===== config.mk =====
export PLATFORM = sky130hd
export DESIGN_NAME = wb_uart_tx_core
export DESIGN_NICKNAME = d
export VERILOG_FILES = /design/src/rtl/wb_uart_tx_core.sv
export SDC_FILE = /design/constraint.sdc
export NUM_CORES = 1
export LEC_CHECK = 0
export ABC_AREA = 1
export CORE_ASPECT_RATIO = 1.75
export CORE_UTILIZATION = 50
export CTS_CLUSTER_DIAMETER = 60
export CTS_CLUSTER_SIZE = 28
export DETAILED_ROUTE_END_ITERATION = 16
export GPL_ROUTABILITY_DRIVEN = 0
export PLACE_DENSITY = 0.77
export SLEW_MARGIN = 20
export SYNTH_ARGS = -nofsm -noshare
export SYNTH_HDL_FRONTEND = slang
export SYNTH_SLANG_ARGS = --single-unit

===== constraint.sdc =====
create_clock -name clk -period 3.3 [get_ports clk]
set_clock_uncertainty 0.05 [all_clocks]
set_input_delay 0.66 -clock clk [delete_from_list [all_inputs] [get_ports clk]]
set_output_delay 0.66 -clock clk [all_outputs]
set_load 0.01 [all_outputs]

===== src/rtl/wb_uart_tx_core.sv =====
// Wishbone-slave UART transmitter: register file, TX FIFO, baud generator and 8N1 serializer.
// Bus accesses are single-cycle acked; the serializer drains the FIFO onto tx.
module wb_uart_tx_core #(
   parameter int unsigned FIFO_W    = 4,
   parameter logic [15:0] DVSR_INIT = 16'd53,
   parameter int unsigned SB_TICK   = 16
) (
   input  logic        clk,
   input  logic        reset_n,
   input  logic [4:0]  ADDR_I,
   input  logic [31:0] DAT_I,
   output logic [31:0] DAT_O,
   input  logic        CYC_I,
   input  logic        STB_I,
   input  logic        WE_I,
   output logic        ACK_O,
   output logic        tx
);
   localparam int unsigned DEPTH = 1 << FIFO_W;
   localparam int unsigned CNT_W = FIFO_W + 1;

   localparam logic [1:0] ST_IDLE  = 2'd0;
   localparam logic [1:0] ST_START = 2'd1;
   localparam logic [1:0] ST_DATA  = 2'd2;
   localparam logic [1:0] ST_STOP  = 2'd3;

   logic [7:0]        mem_q [DEPTH];
   logic [FIFO_W-1:0] wr_ptr_q, wr_ptr_d, rd_ptr_q, rd_ptr_d;
   logic [CNT_W-1:0]  cnt_q, cnt_d;
   logic              ovf_q, ovf_d;
   logic [15:0]       dvsr_q, dvsr_d, bcnt_q, bcnt_d;
   logic              ack_q, ack_d, tx_q, tx_d;
   logic [31:0]       dat_q, dat_d;
   logic [1:0]        state_q, state_d;
   logic [3:0]        s_q, s_d;
   logic [2:0]        n_q, n_d;
   logic [7:0]        b_q, b_d;

   logic req, wr_tx, push, pop, full, empty, busy, tick, dvsr_wr, ovf_clr;
   logic unused_dat;

   // Bus decode, registers and FIFO bookkeeping
   always_comb begin
      req        = CYC_I & STB_I & ~ack_q;
      unused_dat = ^DAT_I[31:16];
      full       = (cnt_q == CNT_W'(DEPTH));
      empty      = (cnt_q == '0);
      busy       = (state_q != ST_IDLE);
      tick       = (bcnt_q == dvsr_q);
      wr_tx      = req & WE_I & (ADDR_I == 5'd1);
      push       = wr_tx & ~full;
      dvsr_wr    = req & WE_I & (ADDR_I == 5'd0);
      ovf_clr    = req & WE_I & (ADDR_I == 5'd3) & DAT_I[0];
      pop        = (state_q == ST_IDLE) & ~empty;

      ack_d    = req;
      dat_d    = '0;
      if (req && !WE_I) begin
         case (ADDR_I)
            5'd0:    dat_d = {16'h0000, dvsr_q};
            5'd2:    dat_d = 32'({cnt_q, 4'b0000, ovf_q, busy, empty, full});
            default: dat_d = '0;
         endcase
      end

      dvsr_d   = dvsr_wr ? DAT_I[15:0] : dvsr_q;
      bcnt_d   = (dvsr_wr || tick) ? 16'd0 : bcnt_q + 16'd1;
      wr_ptr_d = push ? wr_ptr_q + FIFO_W'(1) : wr_ptr_q;
      rd_ptr_d = pop ? rd_ptr_q + FIFO_W'(1) : rd_ptr_q;
      cnt_d    = cnt_q + CNT_W'(push) - CNT_W'(pop);
      // A dropped push wins over a same-edge clear
      ovf_d    = wr_tx & full ? 1'b1 : (ovf_clr ? 1'b0 : ovf_q);
   end

   // Serializer next-state; tx follows the state being entered
   always_comb begin
      state_d = state_q;
      s_d     = s_q;
      n_d     = n_q;
      b_d     = b_q;
      case (state_q)
         ST_IDLE: begin
            if (pop) begin
               b_d     = mem_q[rd_ptr_q];
               s_d     = '0;
               state_d = ST_START;
            end
         end
         ST_START: begin
            if (tick) begin
               if (s_q == 4'd15) begin
                  s_d     = '0;
                  n_d     = '0;
                  state_d = ST_DATA;
               end else begin
                  s_d = s_q + 4'd1;
               end
            end
         end
         ST_DATA: begin
            if (tick) begin
               if (s_q == 4'd15) begin
                  s_d = '0;
                  b_d = {1'b0, b_q[7:1]};
                  if (n_q == 3'd7) state_d = ST_STOP;
                  else             n_d     = n_q + 3'd1;
               end else begin
                  s_d = s_q + 4'd1;
               end
            end
         end
         default: begin
            if (tick) begin
               if (s_q == 4'(SB_TICK - 1)) state_d = ST_IDLE;
               else                        s_d     = s_q + 4'd1;
            end
         end
      endcase
      case (state_d)
         ST_START: tx_d = 1'b0;
         ST_DATA:  tx_d = b_d[0];
         default:  tx_d = 1'b1;
      endcase
   end

   always_ff @(posedge clk or negedge reset_n) begin
      if (!reset_n) begin
         wr_ptr_q <= '0;
         rd_ptr_q <= '0;
         cnt_q    <= '0;
         ovf_q    <= 1'b0;
         dvsr_q   <= DVSR_INIT;
         bcnt_q   <= '0;
         ack_q    <= 1'b0;
         dat_q    <= '0;
         tx_q     <= 1'b1;
         state_q  <= ST_IDLE;
         s_q      <= '0;
         n_q      <= '0;
         b_q      <= '0;
      end else begin
         wr_ptr_q <= wr_ptr_d;
         rd_ptr_q <= rd_ptr_d;
         cnt_q    <= cnt_d;
         ovf_q    <= ovf_d;
         dvsr_q   <= dvsr_d;
         bcnt_q   <= bcnt_d;
         ack_q    <= ack_d;
         dat_q    <= dat_d;
         tx_q     <= tx_d;
         state_q  <= state_d;
         s_q      <= s_d;
         n_q      <= n_d;
         b_q      <= b_d;
      end
   end

   // FIFO storage; contents are don't-care outside the valid window
   always_ff @(posedge clk) begin
      if (push) mem_q[wr_ptr_q] <= DAT_I[7:0];
   end

   assign ACK_O = ack_q;
   assign DAT_O = dat_q;
   assign tx    = tx_q;
endmodule

==> impl_metrics.ini, run 1 <==
[worst_setup_path]
required_ns = 3.63
cp_common_cell = nand2_1
path_cells = clkdlybuf4s50_1, or2_2, nor3_2, nand2_1, nor2_2, nand2_1, nand2_1, ha_1, inv_1, fa_1, o21ai_0, xor2_1
critPathLaunchType = input port
arrival_ns = 3.01
path_max_fanout = 4
timing.critical_path.slowest_stage_cell = fa_1
slowest_delay_ns = 0.40
end_kind = flop
crit_type = in2reg

[grt]
grt_use_total_pct = 21.81
grt_pass1_vias = 6439
grt-ovfl-total = 0
antenna_found_initial = 0
grt_max_degree = 68
grt_pass1_wl_microns = 32710

[logic_synthesis]
synth_cells = 923
async_reset_ff_share_pct = 38.76
synth.distinct_cells = 46
ys_top_cells_by_area = edfxtp_1 (41%), dfrtp_1 (20%), nand2_1 (7.2%)
synthFlopType = edfxtp_1
synth_edf_count = 128
synth_seq_area_share_pct = 62.69
syn_area_per_cell_sq_um = 10.16
yosysWarnings = 0
syn_area_sq_um = 9375
synth_top_area_share_pct = 41.00
yosysMostFrequentCell = nand2_1
synth_top_area_cell = edfxtp_1
yosys-top-cells-count = nand2_1 (180), nor2_1 (136), edfxtp_1 (128), o21ai_0 (78), dfrtp_1 (76)
ys_ff_latch = 209

[job]
max_cap_viol_count = 0

[die]
die_area_sq_um = 19320
core_sq_um = 18220
rows = 65
io_pins = 76
chipHeight_microns = 183.1
start_util_pct = 51.46
fp.dieW_microns = 105.5

[power_and_ir_drop]
p_leak_nw = 4.227
switching_share_pct = 23.70
comb_power_share_pct = 9.8
power_density_nw_per_um2 = 463.0
seq_power_share_pct = 61.1
vdd_drop_max_v = 0.0003185
intPower_mw = 3.692
clkPwrFrac_pct = 29.1
p_sw_mw = 1.147

[timing]
finalCriticalPeriod_ns = 2.675
tightest_slew_ns = 0.8162
max_freq_ghz = 0.3738
slew_headroom_pct = 45.42
drv_slew = 0
period_share_pct = 81.07
timing_hold_violations_final = 0
fin_setup_tns_ns = 0
setup_violations = 0
rsz0062_at_grt = no

[placed_design]
numPortBuffers = 43
place_inst = 1199
dp_hpwl_microns = 13970

[clock_tree]
clock_latency_ns = 0.46
cts_tree = done
clock-sinks = 209
cts-buffers-inserted = 11
cts.hold.buffers_added = 0
post_cts_buffers = 0
cts_max_level = 1
clockBufferDepth = 3
cts_root_buf = clkbuf_16
clk_pin_slew_ns = 0.10
cts_resized = 0

[layout]
stdcell_count = 1216
n_fill_cell = 1559
fin_nets = 1039
layout-drive-gt1-share_pct = 8.248
area_delta_synth_final_pct = 11.48
diodes = 0

[route]
ant_nets = 0
post_drt_wl_per_cell_microns = 16.52
first_pass_iters = 5
vias_per_cell = 5.316
drt_iter0_drc = 342
routed_wl_microns = 20080
vias = 6464
drc = 0

[outcome]
outcome = finished clean

[min_path]
hp-class = in2async
## final timing paths
kind                       startpoint         to  slack [ns]  depth (start not counted)
min reg2reg                     ACK_O      ACK_O        0.41                          1
min in group clk                ACK_O      ACK_O        0.41                          1
max reg2reg                  cnt_q[2]   cnt_q[4]        0.65                         15
max                         ADDR_I[3]   cnt_q[4]        0.62                         12
min                           reset_n  DAT_O[14]        0.16                          1
max in group asynchronous     reset_n  dvsr_q[0]        2.26                          2
## placed cells by master (no fill, tap or decap), types with 2 or more instances in the layout
cell type,n
a21oi_1,36
a31oi_1,5
buf_4,34
clkbuf_1,4
clkbuf_16,11
clkdlybuf4s50_1,42
conb_1,16
dfrtp_1,76
dfstp_2,5
edfxtp_1,128
ha_1,18
inv_1,67
inv_2,10
nand2_1,180
nand2_2,2
nand3_1,39
nand4_1,6
nor2_1,136
nor2_2,6
nor3_1,11
nor3b_1,3
nor4_1,2
nor4_2,2
o211ai_1,12
o21ai_0,78
o21ai_1,4
o221ai_1,6
o22ai_1,9
or2_2,2
xnor2_1,3
xor2_1,13
## registers in the layout, summed over array words and instances, names as in the netlist
register	cells
tx	1
s_q	4
cnt_q	5
state_q	2
ACK_O	1
wr_ptr_q	4
mem_q	128
rd_ptr_q	4
ovf_q	1
DAT_O	16
n_q	3
b_q	8
dvsr_q	16
bcnt_q	16
## power groups by stage
stage	registers, mW	clock network (mW)	logic [mW]
floorplan	2.99	0	0.341
global placement	3.01	0	0.459
detailed placement	3.01	0	0.476
CTS	2.96	1.44	0.481
global route	2.97	1.53	0.554
finish	2.96	1.41	0.474
## area by class of cell
cell class	instances	area, sq um	share of cell area [%]
clock buffers	15	290.3	2.777
clock inverters	2	21.27	0.2035
multi-input cells	602	3002	28.72
well taps	234	292.8	2.801
inverters	78	292.8	2.801
flip-flops and latches	209	5877	56.23
repair buffers	76	675.6	6.465
## worst max-delay path, delay by kind of cell
family,cells,cell delay [ns]
xor+xnor,1,0.16
simple gates,6,0.94
compound gates,1,0.25
fa+ha+maj,2,0.56
buf+inv,2,0.45
## kinds of logic (layout without fill, tap and decap cells)
| family | Yosys count | count (layout) | share of synthesized area [%] |
|---|---|---|---|
| and+or+nand+nor | 394 | 394 | 17.74 |
| AOI/OAI and AO/OA | 156 | 156 | 9.409 |
| xor gates and xnor gates | 16 | 16 | 1.495 |
| DFF | 209 | 209 | 62.69 |
| buffers and inverters | 127 | 171 | 5.899 |
| muxes | 1 | 1 | 0.1201 |
| adders and majority gates | 19 | 19 | 2.616 |
| other | 1 | 16 | 0.04000 |
## routing by layer
layer / up-vias / wire (microns) / track usage, %
met5: - / 0 / 0
met3: 43 / 578 / 1.350
met4: 0 / 925 / 10.11
li1: 3184 / - / -
met1: 3083 / 7575 / 24.37
met2: 154 / 11000 / 41.89
## stage by stage
step / hold slack [ns] / util (%) / setup WS [ns] / cell area (sq um) / power, mW
floorplan: 0.3144 / - / 0.6068 / 9432 / 3.334
global placement: 0.3921 / 55.66 / 0.2070 / 10140 / 3.470
detailed placement: 0.4033 / 55.66 / 0.1471 / 10140 / 3.490
CTS: 0.1904 / 57.37 / 0.6119 / 10450 / 4.882
global route: 0.2159 / 57.37 / 0.3717 / 10450 / 5.051
finish: 0.1578 / 57.37 / 0.6248 / 10450 / 4.839
Note: power is estimated with default switching activity, not from simulation.
==> run 2, diff against run 1 <==
--- a/config.mk
+++ b/config.mk
@@ -12,7 +12,7 @@
 export CTS_CLUSTER_SIZE = 28
 export DETAILED_ROUTE_END_ITERATION = 16
 export GPL_ROUTABILITY_DRIVEN = 0
-export PLACE_DENSITY = 0.77
+export PLACE_DENSITY = 0.8
 export SLEW_MARGIN = 20
 export SYNTH_ARGS = -nofsm -noshare
 export SYNTH_HDL_FRONTEND = slang
==> constraint.sdc (replaced) <==
create_clock -name clk -period 2.25 [get_ports clk]
set_clock_uncertainty 0.05 [all_clocks]
set_input_delay 0.45 -clock clk [delete_from_list [all_inputs] [get_ports clk]]
set_output_delay 0.45 -clock clk [all_outputs]
set_load 0.01 [all_outputs]
==> run 2 against run 1 <==
Compared with the run above:
- worst setup slack got worse by 0.55 ns
- clock-buffer cell count up 1
- final cell count increased by 3.5%
- register-to-register slack worse by 0.57 ns
- non-clock buffer count grew 43
- utilization rose by 2.6 points
- cell area is 4.5% higher
- sequential power up 47%
- via count grew 5.5%
- global-route usage grew 1.1 points
- worst hold slack better by 0.12 ns
- largest power group unchanged
==> impl_metrics.ini, run 2 (synthesis gave the netlist of run 1 again) <==
[outcome]
outcome = finished clean

[route]
post_drt_wl_per_cell_microns = 17.23
m1WireLength_microns = 7689
routed_wl_microns = 21700
wl_met3_microns = 887
drt_iter0_drc = 431
ant_nets = 0
vias = 6822
drc = 0
wl_met2_microns = 12000
routed.top_layer = met4
vias_per_cell = 5.419
first_pass_iters = 5

[worst_setup_path]
crit_type = reg2reg
timing.critical_path.slowest_stage_cell = dfrtp_1
path_cells = inv_2, ha_4, nand3_4, nor2_2, inv_1, nand2_2, nand2_1, nand2_1, ha_2, inv_2, fa_2, o21ai_2, xor2_1
path_max_fanout = 3
required_ns = 2.60
slowest_delay_ns = 0.43
arrival_ns = 2.52
critPathLaunchType = flop
end_kind = flop

[placed_design]
place_ws_ns = -0.4944
numPortBuffers = 43
dp_hpwl_microns = 15190

[layout]
area_delta_synth_final_pct = 16.51
diodes = 0
post-route-util_pct = 59.96
final_common_cell = nand2_1
top_register = mem_q
fin_nets = 1082
layout_common_cells = nand2_1 (176), nor2_1 (132), edfxtp_1 (128), o21ai_0 (77), dfrtp_1 (76)
largest_reg_flops = 128
layout-drive-gt1-share_pct = 13.76

[grt]
grt_use_total_pct = 22.92
grt_pass1_wl_microns = 34240
grt_pass1_vias = 6831
grt_max_degree = 79
grt-ovfl-total = 0
antenna_found_initial = 0

[timing]
rsz0062_at_grt = yes
finalCriticalPeriod_ns = 2.174
timing_hold_violations_final = 0
setup_violations = 0
fin_setup_tns_ns = 0
tightest_slew_ns = 0.7953
fin_ws_ns = 0.07614
max_freq_ghz = 0.4600
drv_slew = 0
period_share_pct = 96.62
slew_headroom_pct = 46.82

[job]
max_cap_viol_count = 0

[clock_tree]
clock_latency_ns = 0.47
clock-sinks = 209
cts_tree = done
cts_root_buf = clkbuf_16
cts-buffers-inserted = 11
cts_max_level = 1
clockBufferDepth = 3
clk_pin_slew_ns = 0.11

[die]
die_area_sq_um = 19320
fp.dieW_microns = 105.5
chipHeight_microns = 183.1
core_sq_um = 18220
io_pins = 76
rows = 65
start_util_pct = 51.46

[power_and_ir_drop]
power_density_nw_per_um2 = 666.5
vdd_drop_max_v = 0.001002
p_leak_nw = 4.476

[min_path]
hp-class = in2async
run 2: stage by stage:
step                hold WS [ns]  total power, mW  area, sq um  cells
floorplan                 0.1044            4.905         9449    938
global placement          0.2180            5.128        10470   1232
detailed placement        0.2171            5.165        10470   1232
CTS                       0.2702            7.226        10790   1251
global route              0.2684            7.601        10920   1259
finish                    0.2786            7.280        10920   1259
run 2: area by class of cell:
cell class              instances  area [sq um]
clock buffers                  16         294.0
clock inverters                 1         16.27
fillers                      1487          7295
inverters                      78         292.8
multi-input cells             602          3082
flip-flops and latches        209          5877
well taps                     234         292.8
repair buffers                119          1069
run 2: path summary, 6_finish.rpt:
kind                            from  slack [ns]        end  cells after the start
setup reg to reg            cnt_q[2]        0.08   cnt_q[4]                     13
max in group asynchronous    reset_n        1.24  dvsr_q[0]                      3
min in group clk           bcnt_q[0]        0.43  bcnt_q[0]                      1
setup / recovery            cnt_q[2]        0.08   cnt_q[4]                     13
hold reg to reg            bcnt_q[0]        0.43  bcnt_q[0]                      1
hold / removal               reset_n        0.28     n_q[1]                      2
run 2: report_power, final:
group / leakage [nW] / internal [mW] / switching, mW
registers: 2.13 / 4.21 / 0.132
clock network: 0.149 / 0.938 / 1.15
logic: 2.20 / 0.360 / 0.494
run 2: timing repair:
action	in CTS	in global routing
hold buffers	1	0
gates resized for setup	0	22
endpoints found under the setup margin	1	4
buffers inserted	1	8
cloned	0	0
pin swaps	1	11
hold endpoints to repair	3	0
run 2: per-layer routing:
| metal | track usage [%] | vias up |
|---|---|---|
| met5 | 0 | - |
| met4 | 12.83 | 0 |
| met3 | 1.812 | 66 |
| met2 | 43.66 | 227 |
| met1 | 24.72 | 3266 |
| li1 | - | 3263 |
run 2: worst max-delay path: cells and delay by family (launching register included):
kind / cells / cell delay (ns)
flip-flops: 1 / 0.43
buffers and inverters: 3 / 0.20
AO/OA/AOI/OAI: 1 / 0.15
AND/OR/NAND/NOR: 5 / 0.44
XOR/XNOR: 1 / 0.15
adder cells (fa/ha/maj): 3 / 0.69
==> run 3, diff against run 2 <==
--- a/config.mk
+++ b/config.mk
@@ -13,7 +13,6 @@
 export DETAILED_ROUTE_END_ITERATION = 16
 export GPL_ROUTABILITY_DRIVEN = 0
 export PLACE_DENSITY = 0.8
-export SLEW_MARGIN = 20
 export SYNTH_ARGS = -nofsm -noshare
 export SYNTH_HDL_FRONTEND = slang
 export SYNTH_SLANG_ARGS = --single-unit
==> results of run 3 <==
No change in the layout: final DEF, timing and power equal those of run 2.
